## config.mk

```make
export PLATFORM = sky130hd
export DESIGN_NAME = seg_anim_decoder
export DESIGN_NICKNAME = d
export VERILOG_FILES = /design/src/rtl/seg_anim_decoder.sv
export SDC_FILE = /design/constraint.sdc
export NUM_CORES = 1
export LEC_CHECK = 0
export CORE_UTILIZATION = 49
export CTS_BUF_LIST = sky130_fd_sc_hd__clkbuf_4
export DETAILED_ROUTE_END_ITERATION = 10
export GPL_TIMING_DRIVEN = 0
export PLACE_DENSITY_LB_ADDON = 0.25
export SYNTH_ARGS = -nofsm -noshare
export SYNTH_HDL_FRONTEND = slang
export SYNTH_SLANG_ARGS = --single-unit
```

## constraint.sdc

```tcl
create_clock -name clk -period 6.7 [get_ports clk]
set_input_delay 1.005 -clock clk [delete_from_list [all_inputs] [get_ports clk]]
set_output_delay 1.005 -clock clk [all_outputs]
set_load 0.01 [all_outputs]
```

## src/rtl/seg_anim_decoder.sv

```systemverilog
// seg_anim_decoder
// Debounces a live 7-segment pattern against a periodic sample strobe and
// decodes each newly stable pattern into a hex digit, buffered in a small FIFO.
//
// Ports:
//   clk        system clock, rising edge
//   reset      asynchronous, active-high reset
//   enable     sampling enable; low freezes cand/count/state (FIFO still drains)
//   tick       one-cycle sample strobe
//   seg_in     live segment pattern, seg_in[0]=a .. seg_in[6]=g
//   out_valid  FIFO head entry available
//   out_ready  consumer accepts head entry
//   out_data   decoded hex digit of head entry
//   out_err    head entry came from an undecodable pattern
//   overflow   sticky: an entry was dropped on a full FIFO
//   busy       stability tracker is in TRACK
module seg_anim_decoder #(
  parameter int STABLE_TICKS = 3,
  parameter int FIFO_DEPTH   = 4
) (
  input  logic       clk,
  input  logic       reset,
  input  logic       enable,
  input  logic       tick,
  input  logic [6:0] seg_in,
  output logic       out_valid,
  input  logic       out_ready,
  output logic [3:0] out_data,
  output logic       out_err,
  output logic       overflow,
  output logic       busy
);

  localparam int AW = $clog2(FIFO_DEPTH);
  localparam int CW = AW + 1;
  localparam logic [3:0]    ST_L    = 4'(STABLE_TICKS);
  localparam logic [CW-1:0] DEPTH_L = CW'(FIFO_DEPTH);

  typedef enum logic [1:0] {S_IDLE, S_TRACK, S_LOCKED} state_t;

  state_t      r_state, w_state_nxt;
  logic [6:0]  r_cand, w_cand_nxt;
  logic [3:0]  r_count, w_count_nxt;
  logic        w_sample, w_accept;
  logic [3:0]  w_dec_data;
  logic        w_dec_err;

  assign w_sample = tick & enable;

  // ---------------- stability tracker ----------------
  always_ff @(posedge clk or posedge reset) begin
    if (reset) begin
      r_state <= S_IDLE;
      r_cand  <= 7'h00;
      r_count <= 4'd0;
    end else begin
      r_state <= w_state_nxt;
      r_cand  <= w_cand_nxt;
      r_count <= w_count_nxt;
    end
  end

  always_comb begin
    w_state_nxt = r_state;
    w_cand_nxt  = r_cand;
    w_count_nxt = r_count;
    w_accept    = 1'b0;
    if (w_sample) begin
      if (seg_in != r_cand) begin
        // New candidate from any state; with a one-tick threshold the first
        // sample is already stable.
        w_cand_nxt  = seg_in;
        w_count_nxt = 4'd1;
        if (STABLE_TICKS == 1) begin
          w_state_nxt = S_LOCKED;
          w_accept    = 1'b1;
        end else begin
          w_state_nxt = S_TRACK;
        end
      end else if (r_state == S_TRACK) begin
        w_count_nxt = r_count + 4'd1;
        if (r_count + 4'd1 == ST_L) begin
          w_state_nxt = S_LOCKED;
          w_accept    = 1'b1;
        end
      end
      // IDLE/LOCKED with an equal sample: nothing, so no repeat emission.
    end
  end

  assign busy = (r_state == S_TRACK);

  // ---------------- pattern decoder ----------------
  always_comb begin
    w_dec_data = 4'h0;
    w_dec_err  = 1'b0;
    case (w_cand_nxt)
      7'h3F: w_dec_data = 4'h0;
      7'h06: w_dec_data = 4'h1;
      7'h5B: w_dec_data = 4'h2;
      7'h4F: w_dec_data = 4'h3;
      7'h66: w_dec_data = 4'h4;
      7'h6D: w_dec_data = 4'h5;
      7'h7D: w_dec_data = 4'h6;
      7'h07: w_dec_data = 4'h7;
      7'h7F: w_dec_data = 4'h8;
      7'h6F: w_dec_data = 4'h9;
      7'h77: w_dec_data = 4'hA;
      7'h7C: w_dec_data = 4'hB;
      7'h39: w_dec_data = 4'hC;
      7'h5E: w_dec_data = 4'hD;
      7'h79: w_dec_data = 4'hE;
      7'h71: w_dec_data = 4'hF;
      default: w_dec_err = 1'b1;
    endcase
  end

  // ---------------- output FIFO ----------------
  logic [4:0]    r_mem [FIFO_DEPTH];
  logic [AW-1:0] r_wr, r_rd;
  logic [CW-1:0] r_cnt;
  logic          w_push, w_pop, w_full, w_wr;

  // A blank acceptance only re-arms the tracker; it never enters the FIFO.
  assign w_push = w_accept && (w_cand_nxt != 7'h00);
  assign w_pop  = out_valid && out_ready;
  assign w_full = (r_cnt == DEPTH_L);
  // A pop in the same cycle frees the slot, so a push at full still lands.
  assign w_wr   = w_push && (!w_full || w_pop);

  always_ff @(posedge clk or posedge reset) begin
    if (reset) begin
      r_wr     <= '0;
      r_rd     <= '0;
      r_cnt    <= '0;
      overflow <= 1'b0;
      for (int i = 0; i < FIFO_DEPTH; i++) r_mem[i] <= 5'd0;
    end else begin
      if (w_wr) begin
        r_mem[r_wr] <= {w_dec_err, w_dec_data};
        r_wr        <= r_wr + 1'b1;
      end
      if (w_pop) r_rd <= r_rd + 1'b1;
      r_cnt <= r_cnt + {{AW{1'b0}}, w_wr} - {{AW{1'b0}}, w_pop};
      if (w_push && !w_wr) overflow <= 1'b1;
    end
  end

  assign out_valid = (r_cnt != '0);
  assign out_data  = out_valid ? r_mem[r_rd][3:0] : 4'h0;
  assign out_err   = out_valid ? r_mem[r_rd][4]   : 1'b0;

endmodule

```

==> impl_metrics.yaml, run 1 <==
status:
  status: "finished clean"
placement:
  hpwlAfterDp_mm: 4.82
  gp_congestion: 0.891
  port_buffers: 19
  dp_cells: 379
floorplanning:
  start_util_pct: 51.7
  ios: 20
  die_w_um: 78.7
  rows: 27
  die_h_um: 78.7
  die-area_um2: 6200
  core_area_um2: 5570
routing:
  drc: 0
  dr.pass1.iters: 4
  finalWirelength_mm: 6.36
  vias: 2369
  wl_per_cell_um: 16.5
  drt-vias-per-instance: 6.14
  drt_iter0_drc: 135
  antenna_left: 0
job:
  maxCapViolCount: 0
worst_setup_path:
  crit_chain: "clkdlybuf4s50_1 > xnor2_1 > nand3_1 > nor4_4 > nand3_1 > ha_1 > inv_1 > ha_1 > inv_1 > fa_1 > xnor2_1 > xnor2_1"
  crit_type: "in2reg"
  cp.required_ns: 6.98
  crit_top_cell: "xnor2_1"
  reg2reg_slack_ns: 3.51
  worstSetupEndpointType: "register"
  cpPeakStageDelay_ns: 0.52
  critPathArrivalTime_ns: 4.15
  crit_fanout: 6
  start_kind: "input port"
  slowest_stage: "clkdlybuf4s50_1"
synth:
  syn_inst: 288
  synth_xor_area_share_pct: 4.25
  synth-edff-count: 0
  synthTopCellsByArea: "dfrtp_1, mux2_2, mux4_2"
  synthesis.area_um2: 2880
  synth_top_area_cell: "dfrtp_1"
  ys_seq_area_share_pct: 35.6
  synth_compound_area_share_pct: 15.0
  synth.net_count: 309
  netlist.area_leader.share_pct: 35.6
  async_reset_ff_share_pct: 100
  synthFlopType: "dfrtp_1"
  yosysWarningCount: 0
  synth_fa_ha_area_share_pct: 4.16
  ys_ff_latch: 41
  synth.avg_cell_area_um2: 10.0
  synth_top_family_by_area: "simple AND/OR/NAND/NOR gates"
  synthMuxAreaShare_pct: 10.8
  synth_cell_types: 66
  synth-simple-area-share_pct: 24.0
clock_tree:
  post_cts_buffers: 0
  hold_buffers: 0
  cts_tree: "done"
  clock_path_buffers: 2
  cts_sinks: 41
  worstSkewPairLatency_ns: 0.35
  cts_max_level: 2
  cts_inserted_buffers: 5
  root_buffer: "clkbuf_4"
  ctsResizeCount: 0
  clk_pin_slew_ns: 0.12
min_path:
  worstHoldPathType: "reg2reg"
sta:
  fin_crit_sh_pct: 57.7
  hold_viol: 0
  setup_viol: 0
  fin_setup_tns_ns: 0
  finClkSkew_ns: 0.0172
  drv_slew: 0
  max_freq_mhz: 258
  slew_headroom_pct: 44.9
  rsz0062_at_grt: "false"
  fin_hold_ws_ns: 0.488
  finalCriticalPeriod_ns: 3.87
  worst_pin_slew_ns: 0.826
final_layout:
  final_cells: 386
  final_cell_mix: "dfrtp_1, clkdlybuf4s50_1, nand2_1"
  finalNetCount: 335
  drive_gt1_share_pct: 19.1
  n_antenna_cell: 0
  syn2layout_area_growth_pct: 12.2
  mostFrequentLayoutCell: "dfrtp_1"
global_route:
  grt_use_total_pct: 22.1
  grt_max_degree: 42
  grt_pass1_vias: 2228
  grt_pass1_wl_mm: 10.8
  gr-total-overflow: 0
  grt_antenna_before_repair: 0
power:
  p_leak_nw: 1.35
  peakVddDrop_v: 0.000168
  power.density_nw_per_um2: 205
==> worst paths after layout <==
check,from,endpoint,cells after the start
max,seg_in[6],r_cnt[2],12
min,r_mem[19],r_mem[19],2
max reg2reg,r_cand[6],r_cnt[2],12
min reg2reg,r_mem[19],r_mem[19],2
max in group asynchronous,reset,r_cand[1],2
min in group asynchronous,reset,r_mem[0],2
==> synthesized netlist by cell type (all sizes together) (2+ instances only) <==
master / number
nand3: 11
nand4b: 4
mux2i: 5
dfrtp: 41
and4: 6
clkbuf: 8
buf: 15
nor3b: 2
nand4: 14
a31oi: 7
a21oi: 7
o22ai: 2
inv: 15
mux2: 12
nor4: 11
and4bb: 2
nand2: 16
ha: 8
a211oi: 3
mux4: 5
or4: 2
nand2b: 2
nor2b: 2
or3: 2
nor3: 9
xnor2: 11
o21a: 2
o21ai: 9
o31ai: 4
o32ai: 3
o2111ai: 2
o221ai: 2
nor2: 14
and2: 9
a311oi: 2
xor2: 3
==> sequential cells by signal, indices dropped and copies added, names as in the netlist <==
signal and flops:
r_cand 7, r_rd 2, r_cnt 3, r_wr 2, r_mem 20, overflow 1, r_count 4, r_state 2
==> layer usage <==
| metal | share of wire, % | wire, um | GRT usage [%] |
|---|---|---|---|
| met5 | 0 | 0 | 0 |
| met4 | 1.3 | 83 | 5.56 |
| met3 | 4.7 | 296 | 4.48 |
| met2 | 47 | 2960 | 34.3 |
| met1 | 47 | 3010 | 31.5 |
==> critical path, delay by kind of cell <==
| kind | cells | cell delay (ns) |
|---|---|---|
| buffers and inverters | 3 | 0.63 |
| xor gates and xnor gates | 3 | 0.66 |
| and+or+nand+nor | 3 | 1.00 |
| adders and majority gates | 3 | 0.85 |
==> final cells by class <==
type	instances	area (um^2)
plain buffers	23	124
clock buffers	5	37.5
clock inverters	2	35.0
fillers	506	2340
inverters	15	56.3
multi-input cells	209	1680
flip-flops and latches	41	1030
well taps	72	90.1
repair buffers	19	190
==> kinds of logic after synthesis <==
group,count (synthesis)
AO/OA/AOI/OAI,53
XOR/XNOR,14
adder cells (fa/ha/maj),9
buffers and inverters,38
flip-flops,41
multiplexers,22
AND/OR/NAND/NOR,111
==> power breakdown <==
group / internal, mW / switching [mW]
clock: 0.0761 / 0.0779
combinational: 0.0877 / 0.126
sequential: 0.273 / 0.0218
==> stage by stage <==
stage	utilization, %	power (mW)	setup WS [ns]	cell area (um^2)
after floorplan	-	0.455	3.22	2880
after global routing	58.1	0.698	2.57	3240
after global placement	56.8	0.506	2.53	3160
after CTS	58.1	0.665	2.84	3240
final	58.1	0.662	2.83	3240
after detailed placement	56.8	0.512	2.48	3160
Note: power is estimated with default switching activity, not from simulation.
==> inputs of run 2 (changes only) <==
- clock period: 6.7 -> 3.55 ns (I/O delays scaled with it)
==> run 2 against run 1 <==
  * Wire length fell by 0.31%
  * Power rose by 88%
  * Cell area rose by 0.23%
  * Clock power rose by 88%
  * Die area did not move
  * Final cell count rose by 0.26%
  * Count of clock-buffer cells in the layout did not move
  * Via count fell by 0.80%
  * Register-to-register slack got worse by 3.0 ns
  * Sequential share of layout area fell by 0.073 points
  * Core utilization rose by 0.13 points
  * Critical path type unchanged
  * Critical endpoint unchanged
  * Largest cell class unchanged
==> impl_metrics.yaml, run 2 (synthesis results as in run 1) <==
placement:
  dp_cells: 379
  hpwlAfterDp_mm: 4.82
  port_buffers: 19
  gp_congestion: 0.891
  preCtsSetupSlack_ns: -0.197
floorplanning:
  rows: 27
  start_util_pct: 51.7
  die_h_um: 78.7
  die_w_um: 78.7
  core_area_um2: 5570
  die-area_um2: 6200
  ios: 20
global_route:
  grt_antenna_before_repair: 0
  grt_max_degree: 42
  grt_pass1_vias: 2228
  grt_use_total_pct: 22.1
  grt_pass1_wl_mm: 10.8
  gr-total-overflow: 0
worst_setup_path:
  crit_type: "in2reg"
  worstSetupEndpointType: "register"
  critPathArrivalTime_ns: 3.59
  crit_fanout: 10
  slowest_stage: "clkdlybuf4s50_1"
  start_kind: "input port"
  worstSetupEndpoint: "r_cnt[2]"
  regToRegEndpoint: "r_cnt[2]"
  reg2reg_slack_ns: 0.50
  crit_chain: "clkdlybuf4s50_1 > and4bb_2 > o22ai_1 > or4_4 > buf_2 > nand3_1 > ha_1 > inv_1 > ha_1 > inv_1 > fa_1 > xnor2_1 > xnor2_1"
  cp.required_ns: 3.83
  cpPeakStageDelay_ns: 0.53
  cp_top_family: "simple AND/OR/NAND/NOR gates"
  startpoint: "seg_in[3]"
  r2r-start: "r_cand[3]"
  timing.critical_path.buf_inv: 4
  critical_path_depth: 13
  r2r_cells: 13
power:
  p_sw_share_pct: 33.9
  seqPwrFrac_pct: 44.6
  power.density_nw_per_um2: 384
  p_leak_nw: 1.36
  total_power_mw: 1.25
  p_int_uw: 824
  pwr-share-comb_pct: 32.2
  clkPwrFrac_pct: 23.2
  power_switching_uw: 423
  peakVddDrop_v: 0.000317
clock_tree:
  clock_path_buffers: 2
  cts_max_level: 2
  hold_buffers: 0
  cts_inserted_buffers: 5
  root_buffer: "clkbuf_4"
  cts_sinks: 41
  clk_pin_slew_ns: 0.12
  cts_tree: "done"
  worstSkewPairLatency_ns: 0.34
  post_cts_buffers: 0
  ctsResizeCount: 0
final_layout:
  final_cell_mix: "dfrtp_1, clkdlybuf4s50_1, nand2_1"
  largest_reg_flops: 20
  mostFrequentLayoutCell: "dfrtp_1"
  fin_util_pct: 58.2
  syn2layout_area_growth_pct: 12.5
  finalNetCount: 336
  fillerInstances: 502
  drive_gt1_share_pct: 19.4
  regMostFlops: "r_mem"
  reg_top3: "r_mem: 20 flops, r_cand: 7 flops, r_count: 4 flops"
  final_cells: 387
  n_antenna_cell: 0
sta:
  slew_headroom_pct: 44.6
  fin_setup_tns_ns: 0
  max_freq_mhz: 303
  rsz0062_at_grt: "false"
  drv_slew: 0
  setup_slack_ns: 0.244
  finalCriticalPeriod_ns: 3.31
  worst_pin_slew_ns: 0.830
  setup_viol: 0
  hold_viol: 0
  fin_crit_sh_pct: 93.1
  finClkSkew_ns: 0.0153
routing:
  vias: 2350
  drc: 0
  drt-vias-per-instance: 6.07
  finalWirelength_mm: 6.34
  wl_per_cell_um: 16.4
  drt_iter0_drc: 116
  dr.pass1.iters: 4
  antenna_left: 0
min_path:
  worstHoldPathType: "reg2reg"
status:
  status: "finished clean"
job:
  maxCapViolCount: 0
[run 2: changes by cell type in the layout (fill, tap and decap cells not counted), sizes merged]
cell / delta
buf: +1
[run 2: power by group through the flow]
stage | Combinational (mW) | Clock, mW | Sequential (mW)
floorplan | 0.306 | 0 | 0.553
global placement | 0.394 | 0 | 0.562
detailed placement | 0.401 | 0 | 0.565
CTS | 0.402 | 0.296 | 0.556
global route | 0.444 | 0.310 | 0.563
finish | 0.402 | 0.289 | 0.556
[run 2: worst min-delay path, stage by stage (launching register included)]
cell	delay, ns
dfrtp_1	0.36
nand2_1	0.05
o31ai_1	0.06
[run 2: layer usage]
metal	wire (um)	up-vias	part of all wire [%]	global-route usage, %
li1	-	1135	-	-
met1	3060	1162	48	31.5
met2	2970	45	47	34.3
met3	241	8	3.8	4.48
met4	69	0	1.1	5.56
met5	0	-	0	0
[run 2: worst min path at each step]
stage / start / endpoint / cells after the start / slack (ns)
floorplan: r_mem[9] / r_mem[9] / 2 / 0.44
CTS: r_mem[19] / r_mem[19] / 2 / 0.49
detailed placement: r_mem[19] / r_mem[19] / 2 / 0.47
global route: r_mem[4] / r_mem[4] / 2 / 0.53
global placement: r_mem[14] / r_mem[14] / 2 / 0.46
finish: r_mem[19] / r_mem[19] / 2 / 0.49
[run 2: layout make-up]
cell class,count,area [um^2],share of cell area [%]
Clock buffer,5,37.5,1.16
Timing Repair Buffer,20,198,6.09
Inverter,15,56.3,1.74
Multi-Input combinational cell,209,1680,51.7
Clock inverter,2,35.0,1.08
Tap cell,72,90.1,2.78
Buffer,23,124,3.82
Sequential cell,41,1030,31.6
[run 2: per-stage QoR]
stage	cell area (um^2)	hold slack, ns
after detailed placement	3160	0.466
after floorplan	2880	0.443
after global placement	3160	0.459
after global routing	3240	0.527
final	3240	0.490
after CTS	3240	0.494
==> inputs of run 3 (changes only) <==
- CORE_MARGIN: default -> 5
- SETUP_SLACK_MARGIN: default -> 0.15
==> run 3 against run 2 <==
  * Via count rose by 1.1%
  * Sequential cell count did not move
  * Power rose by 9.3%
  * Sequential power barely moved
  * Count of clock-buffer cells in the layout did not move
  * Fmax rose by 1.6%
  * Global-route usage fell by 2.9 points
  * Wire length rose by 4.7%
  * Clock power rose by 34%
  * First-iteration DRC count rose by 83%
  * Non-clock buffer count rose by 2
==> impl_metrics.yaml, run 3 (synthesis results as in run 1) <==
status:
  status: "finished clean"
worst_setup_path:
  startpoint: "tick"
  crit_fanout: 10
  worstSetupEndpointType: "register"
  crit_type: "in2reg"
  r2r-start: "r_cand[6]"
  start_kind: "input port"
  critPathArrivalTime_ns: 3.53
  cp.required_ns: 3.82
final_layout:
  mostFrequentLayoutCell: "dfrtp_1"
  finalNetCount: 338
  syn2layout_area_growth_pct: 15.4
  regArea_um2: 1030
  drive_gt1_share_pct: 21.1
  stdcell_area_um2: 3330
  largest_reg_flops: 20
  fin_util_pct: 57.2
  reg_top3: "r_mem: 20 flops, r_cand: 7 flops, r_count: 4 flops"
  regMostFlops: "r_mem"
  final_cells: 393
  final_cell_mix: "dfrtp_1, clkdlybuf4s50_1, nand2_1"
  multi_input_area_um2: 1700
  n_antenna_cell: 0
  fillerInstances: 541
routing:
  antenna_left: 0
  drc: 0
  wl_per_cell_um: 16.9
  drt_iter0_drc: 212
  dr.pass1.iters: 5
  drt-vias-per-instance: 6.04
  finalWirelength_mm: 6.64
  vias: 2375
floorplanning:
  die_w_um: 86.7
  ios: 20
  die-area_um2: 7520
  start_util_pct: 49.6
  rows: 28
  die_h_um: 86.7
  core_area_um2: 5820
sta:
  setup_slack_ns: 0.296
  worst_pin_slew_ns: 0.861
  drv_slew: 0
  finClkSkew_ns: 0.0120
  fin_setup_tns_ns: 0
  max_freq_mhz: 307
  rsz0062_at_grt: "false"
  fin_crit_sh_pct: 91.7
  slew_headroom_pct: 42.5
  setup_viol: 0
  hold_viol: 0
  finalCriticalPeriod_ns: 3.25
global_route:
  grt_use_total_pct: 19.2
  grt_pass1_vias: 2401
  grt_pass1_wl_mm: 11.6
  gr-total-overflow: 0
  grt_max_degree: 42
  grt_antenna_before_repair: 0
clock_tree:
  clk_pin_slew_ns: 0.13
  worstSkewPairLatency_ns: 0.35
  clock_path_buffers: 2
  root_buffer: "clkbuf_4"
  cts_inserted_buffers: 5
  cts_sinks: 41
  hold_buffers: 0
  cts_max_level: 2
  cts_tree: "done"
power:
  peakVddDrop_v: 0.000259
  pwr-share-comb_pct: 30.8
  seqPwrFrac_pct: 40.8
  p_sw_share_pct: 33.5
  p_int_uw: 906
  p_leak_nw: 1.41
  power.density_nw_per_um2: 410
  power_switching_uw: 457
  clkPwrFrac_pct: 28.3
placement:
  dp_cells: 382
  preCtsSetupSlack_ns: -0.255
  hpwlAfterDp_mm: 4.98
  place_area_um2: 3170
  gp_congestion: 0.950
  port_buffers: 19
min_path:
  worstHoldPathType: "reg2reg"
  hold_path.startpoint: "r_state[1]"
job:
  maxCapViolCount: 0
run 3: power groups by stage:
stage          Combinational [mW]  Clock (mW)  Sequential, mW
6_report                    0.420       0.386           0.557
5_1_grt                     0.464       0.416           0.565
4_1_cts                     0.413       0.398           0.557
3_5_place_dp                0.411           0           0.567
3_3_place_gp                0.394           0           0.562
2_1_floorplan               0.306           0           0.553
run 3: critical path, stage by stage:
cell             delay, ns
clkdlybuf4s50_1       0.41
buf_4                 0.18
a211oi_1              0.29
o22ai_2               0.13
or4_4                 0.45
buf_2                 0.19
nand3_2               0.12
ha_1                  0.24
inv_1                 0.06
ha_1                  0.13
inv_1                 0.05
fa_1                  0.40
xnor2_1               0.17
xnor2_1               0.16
run 3: metrics by stage:
step / power (mW) / hold WS, ns
after global routing: 1.44 / 0.530
after detailed placement: 0.978 / 0.467
after CTS: 1.37 / 0.498
final: 1.36 / 0.492
after global placement: 0.956 / 0.459
after floorplan: 0.859 / 0.443
run 3: layer usage:
metal	GRT usage (%)	vias up	share of wire, %
li1	-	1141	-
met1	26.3	1156	45
met2	31.8	70	49
met3	3.99	8	5.0
met4	3.54	0	1.1
met5	0	-	0
run 3: final cells by class:
type                    instances  share of cell area, %
multi-input cells             209                   51.2
flip-flops and latches         41                   30.8
repair buffers                 22                   6.47
plain buffers                  23                   3.80
well taps                      75                   2.82
clock inverters                 3                   2.07
inverters                      15                   1.69
clock buffers                   5                   1.13
run 3: worst paths after layout:
check | end | slack [ns] | cells past startpoint
max | r_cnt[2] | 0.30 | 14
min | r_state[1] | 0.49 | 1
max reg2reg | r_cnt[2] | 0.51 | 13
min reg2reg | r_state[1] | 0.49 | 1
max in group asynchronous | r_cand[0] | 2.34 | 2
min in group asynchronous | r_mem[15] | 0.66 | 2
run 3: repair_timing:
action / in CTS / in global routing
pin swaps: 1 / 0
gates cloned: 0 / 0
setup buffers: 1 / 2
setup endpoints to repair: 1 / 1
gates resized for setup: 0 / 6
